===== src/rtl/alu_rr_sched_pkg.sv =====
// rtl/alu_rr_sched_pkg.sv - shared ALU op codes, scheduler states and reject rule
package alu_sched_pkg;

  localparam logic [3:0] ALU_ADD    = 4'b0000;
  localparam logic [3:0] ALU_SUB    = 4'b0001;
  localparam logic [3:0] ALU_MUL    = 4'b0010;
  localparam logic [3:0] ALU_DIV    = 4'b0011;
  localparam logic [3:0] ALU_OP_MAX = 4'b0011;

  // Value the stand-in ALU presents out of reset or for unknown selects.
  localparam logic [7:0] ALU_DEFAULT_OUT = 8'hAC;

  typedef enum logic [1:0] {
    IDLE = 2'd0,
    EXEC = 2'd1,
    CAPT = 2'd2,
    RESP = 2'd3
  } state_t;

  // Operations the ALU must never see: unknown selects and divide-by-zero.
  function automatic logic op_rejected(input logic [3:0] op, input logic [7:0] b);
    return (op > ALU_OP_MAX) || ((op == ALU_DIV) && (b == 8'h00));
  endfunction

endpackage


===== src/rtl/alu_rr_sched_if.sv =====
// rtl/alu_rr_sched_if.sv - request/response bundle between requesters and the scheduler
interface alu_rr_sched_if #(
  parameter int NUM_REQ = 4,
  parameter int ID_W    = $clog2(NUM_REQ)
);

  logic [NUM_REQ-1:0]   req_valid;
  logic [NUM_REQ-1:0]   req_ready;
  logic [NUM_REQ*8-1:0] req_a;
  logic [NUM_REQ*8-1:0] req_b;
  logic [NUM_REQ*4-1:0] req_op;

  logic                 rsp_valid;
  logic                 rsp_ready;
  logic [ID_W-1:0]      rsp_id;
  logic [7:0]           rsp_result;
  logic                 rsp_carry;
  logic                 rsp_err;

  // Requester / response-consumer side.
  modport master (
    output req_valid, req_a, req_b, req_op, rsp_ready,
    input  req_ready, rsp_valid, rsp_id, rsp_result, rsp_carry, rsp_err
  );

  // Scheduler side.
  modport slave (
    input  req_valid, req_a, req_b, req_op, rsp_ready,
    output req_ready, rsp_valid, rsp_id, rsp_result, rsp_carry, rsp_err
  );

endinterface


===== src/rtl/alu_rr_sched_arb.sv =====
// rtl/alu_rr_sched_arb.sv - combinational round-robin arbiter searching from ptr+1
module rr_arbiter #(
  parameter int NUM_REQ = 4,
  parameter int ID_W    = $clog2(NUM_REQ)
) (
  input  logic [NUM_REQ-1:0] req,
  input  logic [ID_W-1:0]    ptr,
  output logic [NUM_REQ-1:0] grant,
  output logic [ID_W-1:0]    grant_idx
);

  int              cand;
  logic [ID_W-1:0] cand_idx;
  logic            found;

  // Walk the ring starting just after the last winner; first active request wins.
  always_comb begin
    grant     = '0;
    grant_idx = '0;
    found     = 1'b0;
    cand      = 0;
    cand_idx  = '0;
    for (int off = 1; off <= NUM_REQ; off++) begin
      cand     = (int'(ptr) + off) % NUM_REQ;
      cand_idx = ID_W'(cand);
      if (!found && req[cand_idx]) begin
        found           = 1'b1;
        grant[cand_idx] = 1'b1;
        grant_idx       = cand_idx;
      end
    end
  end

endmodule


===== src/rtl/alu_rr_sched.sv =====
// rtl/alu_rr_sched.sv - round-robin scheduler sharing one registered ALU among requesters
module alu_rr_sched
  import alu_sched_pkg::*;
#(
  parameter int NUM_REQ     = 4,
  parameter int ALU_LATENCY = 1,
  parameter int ID_W        = $clog2(NUM_REQ)
) (
  input  logic          clock,
  input  logic          reset,
  alu_rr_sched_if.slave bus,
  output logic [7:0]    alu_a,
  output logic [7:0]    alu_b,
  output logic [3:0]    alu_sel,
  input  logic [7:0]    alu_out,
  input  logic          alu_carry,
  output logic          busy
);

  // Counter holds ALU_LATENCY-1 at most.
  localparam int CNT_W = (ALU_LATENCY > 1) ? $clog2(ALU_LATENCY) : 1;

  state_t             state;
  state_t             state_nxt;
  logic [ID_W-1:0]    rr_ptr;
  logic [ID_W-1:0]    gnt_idx;
  logic [NUM_REQ-1:0] gnt_onehot;
  logic [CNT_W-1:0]   lat_cnt;
  logic               take;

  logic [7:0]         a_arr  [NUM_REQ];
  logic [7:0]         b_arr  [NUM_REQ];
  logic [3:0]         op_arr [NUM_REQ];
  logic [7:0]         sel_a;
  logic [7:0]         sel_b;
  logic [3:0]         sel_op;
  logic               sel_reject;

  logic [ID_W-1:0]    rsp_id_q;
  logic [7:0]         rsp_result_q;
  logic               rsp_carry_q;
  logic               rsp_err_q;

  for (genvar i = 0; i < NUM_REQ; i++) begin : g_unpack
    assign a_arr[i]  = bus.req_a[8*i +: 8];
    assign b_arr[i]  = bus.req_b[8*i +: 8];
    assign op_arr[i] = bus.req_op[4*i +: 4];
  end

  rr_arbiter #(
    .NUM_REQ (NUM_REQ),
    .ID_W    (ID_W)
  ) u_arb (
    .req       (bus.req_valid),
    .ptr       (rr_ptr),
    .grant     (gnt_onehot),
    .grant_idx (gnt_idx)
  );

  // Route the winning requester's operands and classify the operation.
  always_comb begin
    sel_a      = a_arr[gnt_idx];
    sel_b      = b_arr[gnt_idx];
    sel_op     = op_arr[gnt_idx];
    sel_reject = op_rejected(sel_op, sel_b);
  end

  // State register.
  always_ff @(posedge clock) begin
    if (reset) begin
      state <= IDLE;
    end else begin
      state <= state_nxt;
    end
  end

  // Next state plus handshake outputs; a grant only happens from IDLE and never under reset.
  always_comb begin
    state_nxt     = state;
    take          = 1'b0;
    bus.req_ready = '0;
    bus.rsp_valid = 1'b0;
    busy          = (state != IDLE);
    case (state)
      IDLE: begin
        take          = (|gnt_onehot) && !reset;
        bus.req_ready = take ? gnt_onehot : '0;
        if (|gnt_onehot) begin
          state_nxt = sel_reject ? RESP : EXEC;
        end
      end
      EXEC: begin
        if (lat_cnt == '0) begin
          state_nxt = CAPT;
        end
      end
      CAPT: begin
        state_nxt = RESP;
      end
      RESP: begin
        bus.rsp_valid = !reset;
        if (bus.rsp_ready) begin
          state_nxt = IDLE;
        end
      end
      default: state_nxt = IDLE;
    endcase
  end

  // Datapath: latch the accepted operation, count ALU latency, capture the ALU result.
  always_ff @(posedge clock) begin
    if (reset) begin
      rr_ptr       <= ID_W'(NUM_REQ - 1);
      alu_a        <= '0;
      alu_b        <= '0;
      alu_sel      <= '0;
      lat_cnt      <= '0;
      rsp_id_q     <= '0;
      rsp_result_q <= '0;
      rsp_carry_q  <= 1'b0;
      rsp_err_q    <= 1'b0;
    end else begin
      if (take) begin
        rr_ptr   <= gnt_idx;
        rsp_id_q <= gnt_idx;
        if (sel_reject) begin
          rsp_result_q <= '0;
          rsp_carry_q  <= 1'b0;
          rsp_err_q    <= 1'b1;
        end else begin
          alu_a   <= sel_a;
          alu_b   <= sel_b;
          alu_sel <= sel_op;
          lat_cnt <= CNT_W'(ALU_LATENCY - 1);
        end
      end
      if ((state == EXEC) && (lat_cnt != '0)) begin
        lat_cnt <= lat_cnt - 1'b1;
      end
      if (state == CAPT) begin
        rsp_result_q <= alu_out;
        rsp_carry_q  <= alu_carry;
        rsp_err_q    <= 1'b0;
      end
    end
  end

  assign bus.rsp_id     = rsp_id_q;
  assign bus.rsp_result = rsp_result_q;
  assign bus.rsp_carry  = rsp_carry_q;
  assign bus.rsp_err    = rsp_err_q;

endmodule


===== src/flat_wrapper.sv =====
// flat-port wrapper written by rule: the top's interface ports become plain ports
module alu_rr_sched_flat import alu_sched_pkg::*;
#(
  parameter int NUM_REQ     = 4,
  parameter int ALU_LATENCY = 1,
  parameter int ID_W        = $clog2(NUM_REQ)
)
  (clock, reset, alu_a, alu_b, alu_sel, alu_out, alu_carry, busy, bus_req_valid, bus_req_a, bus_req_b, bus_req_op, bus_rsp_ready, bus_req_ready, bus_rsp_valid, bus_rsp_id, bus_rsp_result, bus_rsp_carry, bus_rsp_err);
  alu_rr_sched_if #(.NUM_REQ(NUM_REQ), .ID_W(ID_W)) bus_i ();
  input  logic clock;
  input  logic reset;
  output logic [7:0] alu_a;
  output logic [7:0] alu_b;
  output logic [3:0] alu_sel;
  input  logic [7:0] alu_out;
  input  logic alu_carry;
  output logic busy;
  input wire logic [$bits(bus_i.req_valid)-1:0] bus_req_valid;
  input wire logic [$bits(bus_i.req_a)-1:0] bus_req_a;
  input wire logic [$bits(bus_i.req_b)-1:0] bus_req_b;
  input wire logic [$bits(bus_i.req_op)-1:0] bus_req_op;
  input wire logic [$bits(bus_i.rsp_ready)-1:0] bus_rsp_ready;
  output wire logic [$bits(bus_i.req_ready)-1:0] bus_req_ready;
  output wire logic [$bits(bus_i.rsp_valid)-1:0] bus_rsp_valid;
  output wire logic [$bits(bus_i.rsp_id)-1:0] bus_rsp_id;
  output wire logic [$bits(bus_i.rsp_result)-1:0] bus_rsp_result;
  output wire logic [$bits(bus_i.rsp_carry)-1:0] bus_rsp_carry;
  output wire logic [$bits(bus_i.rsp_err)-1:0] bus_rsp_err;
  assign bus_i.req_valid = bus_req_valid;
  assign bus_i.req_a = bus_req_a;
  assign bus_i.req_b = bus_req_b;
  assign bus_i.req_op = bus_req_op;
  assign bus_i.rsp_ready = bus_rsp_ready;
  assign bus_req_ready = bus_i.req_ready;
  assign bus_rsp_valid = bus_i.rsp_valid;
  assign bus_rsp_id = bus_i.rsp_id;
  assign bus_rsp_result = bus_i.rsp_result;
  assign bus_rsp_carry = bus_i.rsp_carry;
  assign bus_rsp_err = bus_i.rsp_err;
  alu_rr_sched #(.NUM_REQ(NUM_REQ), .ALU_LATENCY(ALU_LATENCY), .ID_W(ID_W)) u_core (.clock(clock), .reset(reset), .bus(bus_i), .alu_a(alu_a), .alu_b(alu_b), .alu_sel(alu_sel), .alu_out(alu_out), .alu_carry(alu_carry), .busy(busy));
endmodule

===== config.mk =====
export PLATFORM = sky130hd
export DESIGN_NAME = alu_rr_sched_flat
export DESIGN_NICKNAME = d
export VERILOG_FILES = /design/src/rtl/alu_rr_sched_pkg.sv /design/src/rtl/alu_rr_sched_if.sv /design/src/rtl/alu_rr_sched_arb.sv /design/src/rtl/alu_rr_sched.sv /design/src/flat_wrapper.sv
export SDC_FILE = /design/constraint.sdc
export NUM_CORES = 1
export LEC_CHECK = 0
export ABC_AREA = 1
export BUFFER_PORTS_ARGS = -buffer_cell sky130_fd_sc_hd__buf_2
export CORE_MARGIN = 3
export CORE_UTILIZATION = 25
export DETAILED_ROUTE_END_ITERATION = 10
export SLEW_MARGIN = 20
export SYNTH_ARGS = -nofsm -noshare
export SYNTH_HDL_FRONTEND = slang
export SYNTH_SLANG_ARGS = --single-unit

===== constraint.sdc =====
create_clock -name clock -period 6.4 [get_ports clock]
set_input_delay 0.32 -clock clock [delete_from_list [all_inputs] [get_ports clock]]
set_output_delay 0.32 -clock clock [all_outputs]
set_load 0.01 [all_outputs]

# Yosys cells after proc, flatten, opt, wreduce, memory -nomap -nowiden

Index checks and enable logic that the tools add are counted.

Add/sub/neg operators: 5
Magnitude comparators: 10
Equality and inequality tests: 8
Multiplexer cells: 54
Bitwise logic cells: 5
Reduce and logical (&&, ||, !) cells: 28

Operators with widths:

| kind                                                 | number |
|---|---|
| 2-to-1 mux 8 bit                                     | 7 |
| binary-select mux 8 bit (select 2 bit)               | 2 |
| 2-to-1 mux 4 bit                                     | 8 |
| 2-to-1 mux 1 bit                                     | 19 |
| 2-to-1 mux 2 bit                                     | 8 |
| < comparator 2 x 3 -> 1 bit (second input constant)  | 4 |
| bitwise OR 4 bit                                     | 3 |
| logical AND 1 bit                                    | 10 |
| binary-select mux 1 bit (select 2 bit)               | 4 |
| binary-select mux 4 bit (select 2 bit)               | 1 |
| demux 1 bit (select 2 bit)                           | 4 |
| >= comparator 2 x 1 -> 1 bit (second input constant) | 4 |
| logical NOT 8 bit                                    | 1 |
| case mux 2 bit (4 select lines)                      | 1 |
| AND reduction 2 bit                                  | 4 |
| nonzero test 2 bit                                   | 4 |
| != test 2 bit (second input constant)                | 3 |
| adder 2 x 1 -> 2 bit (second input constant)         | 2 |
| adder 2 bit (second input constant)                  | 2 |
| == test 2 bit (second input constant)                | 2 |
| == test 4 x 2 -> 1 bit (second input constant)       | 1 |
| > comparator 4 x 2 -> 1 bit (second input constant)  | 1 |
| logical NOT 1 bit                                    | 4 |
| OR reduction 4 bit                                   | 1 |
| other kinds (10)                                     | 10 |

Bits in registers: 37
Input port bits: 96
Output and inout bits: 38
Logic and storage cells: 120

# Logic depth before layout (Yosys ltp)

Gate-level depths: netlist of the first run.

Depth in word-level cells: 23
Depth in mapped cells: 23
Depth with buffers taken out: 20

# By module

A second synthesis of the first run with hierarchy kept.

Cell total of the unflattened synthesis: 420
Area total of the unflattened synthesis: 2,617.5 um2

Modules (own cells, without submodules):

| module       | instances | cells each | area each (um2) | sequential area each (um2) |
|---|---|---|---|---|
| alu_rr_sched | 1         | 335        | 2,082.0         | 740.7 |
| rr_arbiter   | 1         | 85         | 535.5           | 0.0 |

# Worst setup path before layout of the first run

OpenSTA, ideal clock, no wires.

Kind: register to register
Start point: register u_core.rr_ptr[0]
End point: register u_core.alu_b[3]
Library setup time: 0.132 ns
Arrival: 2.639 ns
Required time: 6.268 ns
Slack: 3.629 ns
Cell stages (with the launch flop): 23
Path buffers: 3
Clock period less this slack: 2.771 ns
Cell sequence: dfxtp_1 > buf_6 > inv_6 > ha_1 > inv_1 > nand3_2 > nand2_4 > inv_2 > nand3_2 > nand2_1 > nand2_1 > nand2_1 > nand2_2 > buf_6 > nand3_1 > and2_1 > nor2_1 > nand3_2 > nand3_4 > inv_2 > buf_6 > nand2_1 > a21oi_2

Cells in the longest elaborated chain, start to end: 22
Elaborated cells on any way between the ends: 69
Those cells by class: add/sub (4); order compare (9); eq/ne (1); mux (34); bitwise (5); reduce/logical (16)

RTL lines:

| item                                                          | line                | RTL |
|---|---|---|
| start, declared                                               | alu_rr_sched.sv:25  | `logic [ID_W-1:0] rr_ptr;` |
| start signal, assigned                                        | alu_rr_sched.sv:113 | `rr_ptr <= ID_W'(NUM_REQ - 1);` |
| start signal, assigned                                        | alu_rr_sched.sv:124 | `rr_ptr <= gnt_idx;` |
| branches (longest 22 deep; another with adder 2 x 1 -> 2 bit) | n/a                 |  |
| end signal, assigned                                          | alu_rr_sched.sv:132 | `alu_b <= sel_b;` |
| end, declared                                                 | alu_rr_sched.sv:13  | `output logic [7:0] alu_b,` |

Several ways; the timed one is not identified. The select of a mux whose other input is x is not followed.
A chain may end at the register's enable or synchronous reset.

# Final worst setup path of the first run

Start point: register u_core.rr_ptr[0]
End point: register u_core.alu_a[0]

Cells in the longest elaborated chain, start to end: 22
Elaborated cells on any way between the ends: 72
Those cells by class: add/sub (4); order compare (9); eq/ne (1); mux (37); bitwise (5); reduce/logical (16)

RTL lines:

| item                                                          | line                | RTL |
|---|---|---|
| branches (longest 22 deep; another with adder 2 x 1 -> 2 bit) | n/a                 |  |
| end signal, assigned                                          | alu_rr_sched.sv:131 | `alu_a <= sel_a;` |
| end, declared                                                 | alu_rr_sched.sv:12  | `output logic [7:0] alu_a,` |

Several ways; the timed one is not identified. The select of a mux whose other input is x is not followed.

==> summary.md, run 1 <==
| Metric | Value |
|---|---|
| Status | `finished clean` |
| Clk buf depth | `2` |
| Fraction of layout cells with a size suffix above 1 | `34.4%` |
| Avg WL per Cell | `13.5 µm` |
| Period utilisation layout | `63.0%` |
| Synth Area per Inst | `6.83 µm²` |
| Final critical-path required period | `4.03 ns` |
| Insertion delay to the later sink of the worst-skew pair | `0.29 ns` |
| Routed via count | `3063` |
| # rows | `37` |
| Pwr Total | `1.59 mW` |
| Tot GR Track Use | `14.1%` |
| Max-slew violations | `0` |
| Synth Register Bits | `37` |
| CTS H-tree depth | `2` |
| Critical-path cell list | `inv_6 -> ha_1 -> inv_1 -> nand3_2 -> nand2_4 -> nor2_8 -> nand4_4 -> nand2_4 -> o21ai_0 -> mux2i_2 -> nand3_4 -> inv_2 -> nand2_1 -> a21oi_1` |
| Syn Nets | `506` |
| Final Core Density | `33.7%` |
| Initial Utilization | `26.0%` |
| Worst path slowest cell | `dfxtp_1` |
| Hold Crit Start | `alu_carry` |
| Top_reg_cell synth | `dfxtp_1` |
| Hold_buf cts | `0` |
| Crit-path max FO | `41` |
| TritonCTS Buffers | `5` |
| N_diodes | `0` |
| CP Data Required Time | `6.61 ns` |
| Power density over cell area | `452 mW/mm²` |
| Die height | `110 µm` |
| Final WL | `8830 µm` |
| First-pass GRT wire length | `13800 µm` |
| Fill count | `1180` |
| Setup tns final | `0 ns` |
| Crit start category | `flop` |
| I/O pins | `134` |
| CTS Sinks | `37` |
| WS Path Type | `reg -> reg` |
| Max-cap violations | `0` |
| Number of post-CTS setup repair buffers | `0` |
| # nets final | `625` |
| TritonCTS clock tree | `built` |
| Final HPWL DP | `7000 µm` |
| Detailed Routing Iterations Pass 1 | `4` |
| Grt total ovfl | `0` |
| Post-synthesis cell area | `0.00272 mm²` |
| CP Buf/Inv Count | `3` |
| Lkg Pwr | `1.75 nW` |
| Clk_skew | `0.00729 ns` |
| Setup crit end kind | `flop` |
| Setup violators final | `0` |
| Die Area | `0.0122 mm²` |
| Worst-margin pin slew | `0.598 ns` |
| Crit-path leading delay family | `simple AND/OR/NAND/NOR gates` |
| Gpl congestion | `0.819` |
| Worst path most repeated cell | `nand2_4` |
| Largest net degree at the start of global routing | `42` |
| PostCTS Resize Cnt | `0` |
| Layout Area Growth over Synthesis | `29.7%` |
| Worst rel slew slack | `60.1%` |
| Delay of the slowest critical-path stage | `0.71 ns` |
| Clock slew at reported path FFs | `0.08 ns` |
| Register area share after synthesis | `27.2%` |
| CTS root buf | `clkbuf_8` |
| Worst setup startpoint | `u_core.rr_ptr[0]` |
| Port Buffers | `133` |
| Post-synthesis instance total | `398` |
| Post-synth EDFFs | `0` |
| Vias/cell | `4.68` |
| Number of global-route vias before repair | `2914` |
| Core footprint | `0.0105 mm²` |
| Initial antenna violation count | `0` |
| Distinct cells, synth | `39` |
| Synthesis warning total | `0` |
| Final Hold Viols | `0` |
| Worst EP arrival | `4.24 ns` |
| Die Width | `110 µm` |
| Post-route ant nets | `0` |
| Asr flop ratio synth | `0%` |
| Fmax achieved | `248 MHz` |
| Worst VDD drop | `0.185 mV` |
| Reg2reg start | `u_core.rr_ptr[0]` |
| Hold Crit Class | `in -> reg` |
| RSZ-0062 raised after global routing | `false` |
| Initial drt markers | `194` |
| Number of remaining DRC errors | `0` |
-- worst min-delay path, delay by kind of cell --
kind | cells | cell delay [ns]
buf+inv | 1 | 0.10
simple gates | 1 | 0.05
compound gates | 1 | 0.05
-- logic make-up (layout without fill, tap and decap cells) --
family	count (synthesis)	after routing	synth area share, %
AND/OR/NAND/NOR	207	207	38.6
AO/OA/AOI/OAI	89	89	18.3
buffers and inverters	52	172	9.80
flip-flops	37	37	27.2
adder cells (fa/ha/maj)	12	12	5.52
multiplexers	1	1	0.506
-- report_power, final --
part	total (mW)	internal [mW]	switching, mW	leakage, nW
sequential	0.335	0.288	0.0467	0.301
combinational	1.05	0.349	0.701	1.39
clock	0.211	0.127	0.0837	0.0585
-- stage by stage --
stage / hold slack (ns) / instances / cell area (µm²) / worst slack [ns]
final: 0.284 / 654 / 3530 / 2.37
after global routing: 0.282 / 654 / 3530 / 1.92
after CTS: 0.275 / 654 / 3530 / 2.38
after detailed placement: 0.459 / 646 / 3410 / 2.40
after global placement: 0.453 / 646 / 3410 / 2.56
after floorplan: 0.389 / 398 / 2720 / 3.63
-- state kept, by name (all words and copies together) (netlist names) --
register,count
u_core.bus.rsp_id,2
u_core.state,2
u_core.bus.rsp_carry,1
u_core.bus.rsp_err,1
u_core.alu_sel,4
u_core.rr_ptr,2
u_core.lat_cnt,1
u_core.bus.rsp_result,8
u_core.alu_a,8
u_core.alu_b,8
-- placed cells by master (no fill, tap or decap), types with 2 or more instances in the layout --
| master | synthesis | routed |
|---|---|---|
| buf_2 | 5 | 133 |
| nand2_1 | 99 | 99 |
| nand3_1 | 60 | 60 |
| a21oi_1 | 39 | 39 |
| dfxtp_1 | 37 | 37 |
| o21ai_0 | 26 | 26 |
| inv_1 | 23 | 23 |
| nor2_1 | 14 | 14 |
| ha_1 | 12 | 12 |
| o22ai_1 | 8 | 8 |
| nand3_2 | 7 | 7 |
| nand2_2 | 6 | 6 |
| inv_2 | 6 | 6 |
| clkbuf_8 | 0 | 6 |
| nand2_4 | 4 | 4 |
| o21ai_1 | 4 | 4 |
| nand3b_1 | 4 | 4 |
| a21oi_2 | 4 | 4 |
| nor2_4 | 2 | 2 |
| nor3_1 | 2 | 2 |
| a22oi_1 | 2 | 2 |
| nand4_1 | 2 | 2 |
| o211ai_1 | 2 | 2 |
-- layout make-up --
type / instances / area, µm² / share of cell area, %
Timing Repair Buffer: 133 / 666 / 18.9
Clock inverter: 1 / 30.0 / 0.852
Sequential cell: 37 / 741 / 21.0
Inverter: 31 / 121 / 3.44
Clock buffer: 7 / 86.3 / 2.45
Multi-Input combinational cell: 309 / 1710 / 48.5
Tap cell: 136 / 170 / 4.83
-- path summary, 6_finish.rpt --
kind / endpoint / slack, ns / cells after the start
worst max-delay path: u_core.alu_a[0] / 2.37 / 14
worst min-delay path: u_core.bus.rsp_carry / 0.28 / 3
worst max register to register: u_core.alu_a[0] / 2.37 / 14
worst min register to register: u_core.lat_cnt / 0.47 / 2
-- per-layer routing --
metal	global-route usage (%)	vias to the layer above	wire (µm)
li1	-	1575	-
met1	19.1	1366	3930
met2	23.4	114	4130
met3	2.62	8	686
met4	3.17	0	83
met5	0	-	0
-- synthesized netlist by cell type (all sizes together) (4+ instances only) --
master / instances / area share, %
a21oi: 44 / 9.1
buf: 14 / 4.4
clkbuf: 7 / 0.97
dfxtp: 37 / 27
ha: 12 / 5.5
inv: 30 / 4.3
nand2: 110 / 17
nand3: 68 / 14
nand3b: 4 / 1.1
nor2: 18 / 3.7
o21ai: 30 / 5.5
o22ai: 8 / 1.8
(Power assumes the default switching activity.)
==> inputs of run 2 (changes only) <==
--- a/config.mk
+++ b/config.mk
@@ -5,7 +5,7 @@
 export SDC_FILE = /design/constraint.sdc
 export NUM_CORES = 1
 export LEC_CHECK = 0
-export ABC_AREA = 1
+export ABC_AREA = 0
 export BUFFER_PORTS_ARGS = -buffer_cell sky130_fd_sc_hd__buf_2
 export CORE_MARGIN = 3
 export CORE_UTILIZATION = 25
==> constraint.sdc (replaced) <==
create_clock -name clock -period 3.87 [get_ports clock]
set_input_delay 0.1935 -clock clock [delete_from_list [all_inputs] [get_ports clock]]
set_output_delay 0.1935 -clock clock [all_outputs]
set_load 0.01 [all_outputs]
==> run 2 against run 1 <==
Utilization up 0.32 points. Wire length rose by 3.4%. Clock power is 82% higher. Cell area up 5.5%. Non-clock buffer count up 8. Flip-flop and latch count did not move. Synthesized cell count decreased by 15%. Critical path type unchanged.
==> summary.md, run 2 <==
| Metric | Value |
|---|---|
| Status | `finished clean (unchanged)` |
| Hold Crit Class | `in -> reg (unchanged)` |
| Final HPWL DP | `7100 µm (was 7000 µm)` |
| Clock slew at reported path FFs | `0.06 ns (was 0.08 ns)` |
| I/O pins | `134 (unchanged)` |
| Area leader, netlist | `dfxtp_1 (unchanged)` |
| Top_reg_cell synth | `dfxtp_1 (unchanged)` |
| Port Buffers | `133 (unchanged)` |
| PostCTS Resize Cnt | `0 (unchanged)` |
| # nets final | `566 (was 625)` |
| Core footprint | `0.0109 mm² (was 0.0105 mm²)` |
| Worst-margin pin slew | `0.737 ns (was 0.598 ns)` |
| TritonCTS Buffers | `5 (unchanged)` |
| Max-slew violations | `0 (unchanged)` |
| Power density over cell area | `726 mW/mm² (was 452 mW/mm²)` |
| Most frequent cells in the layout | `133 x buf_2, 67 x nand2_1, 37 x dfxtp_1 (was 133 x buf_2, 99 x nand2_1, 60 x nand3_1)` |
| Register area share after synthesis | `26.4% (was 27.2%)` |
| Reg2reg start | `u_core.rr_ptr[1] (was u_core.rr_ptr[0])` |
| Routing usage on met3 | `2.96% (was 2.62%)` |
| Setup ws final | `0.657 ns (was 2.37 ns)` |
| Number of remaining DRC errors | `0 (unchanged)` |
| Asr flop ratio synth | `0% (unchanged)` |
| Met2 usage | `23.3% (was 23.4%)` |
| Worst setup startpoint | `u_core.rr_ptr[1] (was u_core.rr_ptr[0])` |
| Post-synthesis cell area | `0.00281 mm² (was 0.00272 mm²)` |
| Fill count | `1145 (was 1180)` |
| CTS Sinks | `37 (unchanged)` |
| Setup violators final | `0 (unchanged)` |
| Max-cap violations | `0 (unchanged)` |
| Post-route ant nets | `0 (unchanged)` |
| Initial Utilization | `25.7% (was 26.0%)` |
| Final WL | `9130 µm (was 8830 µm)` |
| Avg WL per Cell | `15.2 µm (was 13.5 µm)` |
| Hold_buf cts | `0 (unchanged)` |
| Vias/cell | `4.99 (was 4.68)` |
| Synth top cells by count | `67 x nand2_1, 37 x dfxtp_1, 21 x mux2i_1 (was 99 x nand2_1, 60 x nand3_1, 39 x a21oi_1)` |
| Met1 Track Usage GR | `19.0% (was 19.1%)` |
| Syn Nets | `445 (was 506)` |
| Worst r2r dst | `u_core.alu_b[2] (was u_core.alu_a[0])` |
| Reg2reg path depth | `10 (was 14)` |
| CTS H-tree depth | `2 (unchanged)` |
| Crit-path max FO | `12 (was 41)` |
| Synthesis warning total | `0 (unchanged)` |
| Crit start category | `flop (unchanged)` |
| Synth Area per Inst | `8.34 µm² (was 6.83 µm²)` |
| Hold WS | `0.134 ns (was 0.284 ns)` |
| Number of post-CTS setup repair buffers | `0 (unchanged)` |
| Pre-CTS setup slack | `0.642 ns (was 2.40 ns)` |
| Post-synthesis instance total | `337 (was 398)` |
| Yosys top cell area share | `26.4% (was 27.2%)` |
| Insertion delay to the later sink of the worst-skew pair | `0.27 ns (was 0.29 ns)` |
| Worst EP arrival | `3.41 ns (was 4.24 ns)` |
| Distinct cells, synth | `52 (was 39)` |
| Die Area | `0.0125 mm² (was 0.0122 mm²)` |
| Tot GR Track Use | `13.9% (was 14.1%)` |
| Synth Register Bits | `37 (unchanged)` |
| CP Capture Point | `u_core.alu_b[2] (was u_core.alu_a[0])` |
| CTS root buf | `clkbuf_16 (was clkbuf_8)` |
| Most frequent cell after synthesis | `nand2_1 (unchanged)` |
| Die Width | `112 µm (was 110 µm)` |
| Period utilisation layout | `83.0% (was 63.0%)` |
| First-pass GRT wire length | `14500 µm (was 13800 µm)` |
| Initial drt markers | `138 (was 194)` |
| CP Data Required Time | `4.07 ns (was 6.61 ns)` |
| Routed via count | `2992 (was 3063)` |
| Most common cell after layout, fill and taps aside | `buf_2 (unchanged)` |
| Multi-input logic area | `0.00189 mm² (was 0.00171 mm²)` |
| Lkg Pwr | `1.80 nW (was 1.75 nW)` |
| Top post-synthesis cells by area | `dfxtp_1 26%, nand2_1 8.9%, mux2i_1 7.5% (was dfxtp_1 27%, nand2_1 14%, nand3_1 11%)` |
| N_diodes | `0 (unchanged)` |
| Detailed Routing Iterations Pass 1 | `4 (unchanged)` |
| Setup tns final | `0 ns (unchanged)` |
| # rows | `38 (was 37)` |
| Initial antenna violation count | `0 (unchanged)` |
| RSZ-0062 raised after global routing | `false (unchanged)` |
| Die height | `112 µm (was 110 µm)` |
| Post-synth EDFFs | `0 (unchanged)` |
| TritonCTS clock tree | `built (unchanged)` |
| Reg2reg setup slack | `0.66 ns (was 2.37 ns)` |
| Fraction of layout cells with a size suffix above 1 | `35.7% (was 34.4%)` |
| WS Path Type | `reg -> reg (unchanged)` |
| Register Area | `741 µm² (unchanged)` |
| Gpl congestion | `0.920 (was 0.819)` |
| Final critical-path required period | `3.21 ns (was 4.03 ns)` |
| Layout Area Growth over Synthesis | `32.4% (was 29.7%)` |
| Final Hold Viols | `0 (unchanged)` |
| Grt total ovfl | `0 (unchanged)` |
| Number of global-route vias before repair | `2927 (was 2914)` |
| Worst rel slew slack | `50.8% (was 60.1%)` |
| Clk_skew | `0.00578 ns (was 0.00729 ns)` |
| Setup crit end kind | `flop (unchanged)` |
| Clk buf depth | `2 (unchanged)` |
| Busiest grt layer | `met2 (unchanged)` |
| Worst VDD drop | `0.275 mV (was 0.185 mV)` |
| Largest net degree at the start of global routing | `37 (was 42)` |
| Fmax achieved | `311 MHz (was 248 MHz)` |
## run 2: cell count changes after synthesis, moves of 17 or more
cell      previous run  this run
a211oi_1             0        18
a21oi_1             39        12
a311o_1              0        19
and2_1               1        18
mux2i_1              0        21
nand2_1             99        67
nand3_1             60         0
o21ai_0             26         5
## run 2: through the flow
step                cell area [µm²]  util, %  total power [mW]  cells
finish                         3720     34.0              2.70    599
CTS                            3720     34.0              2.72    599
global route                   3720     34.0              2.93    599
global placement               3580     32.7              2.30    591
floorplan                      2810        -              1.88    337
detailed placement             3580     32.7              2.32    591
## run 2: cell families (layout without fill, tap and decap cells)
group           after synthesis  in the layout  synth area share [%]
flops                        37             37                  26.4
fa+ha+maj                    12             12                  5.34
compound gates               86             86                  25.4
simple gates                135            135                  24.1
buf+inv                      38            160                  6.77
mux                          29             29                  12.1
## run 2: critical path, cell delays in order, from the launching register on
cell     delay (ns)
dfxtp_1        0.32
inv_1          0.13
ha_1           0.53
mux4_2         0.31
nor2b_1        0.25
o22ai_2        0.12
a31oi_4        0.32
mux2i_2        0.38
a21o_2         0.41
buf_12         0.20
mux2i_1        0.19
## run 2: how the worst min path moves through the flow
stage | from | endpoint | depth (start not counted)
finish | alu_out[6] | u_core.bus.rsp_result[6] | 2
CTS | alu_out[6] | u_core.bus.rsp_result[6] | 2
floorplan | alu_carry | u_core.bus.rsp_carry | 1
global placement | alu_out[3] | u_core.bus.rsp_result[3] | 2
detailed placement | alu_out[7] | u_core.bus.rsp_result[7] | 2
global route | alu_out[0] | u_core.bus.rsp_result[0] | 2
## run 2: routing by layer
layer,wire length [µm],share of wire [%]
met1,4200,46
met2,4320,47
met3,565,6.2
met4,42,0.46
met5,0,0
## run 2: power by group
group / total (mW) / internal [mW] / leakage (nW) / switching (mW)
clock network: 0.385 / 0.236 / 0.0706 / 0.149
registers: 0.564 / 0.499 / 0.302 / 0.0652
logic: 1.75 / 0.744 / 1.43 / 1.01
## run 2: area by class of cell
class / instances / share of cell area, %
repair buffers: 141 / 19.8
clock buffers: 6 / 3.46
flip-flops and latches: 37 / 19.9
clock inverters: 2 / 0.269
multi-input cells: 262 / 50.7
well taps: 140 / 4.71
inverters: 11 / 1.11
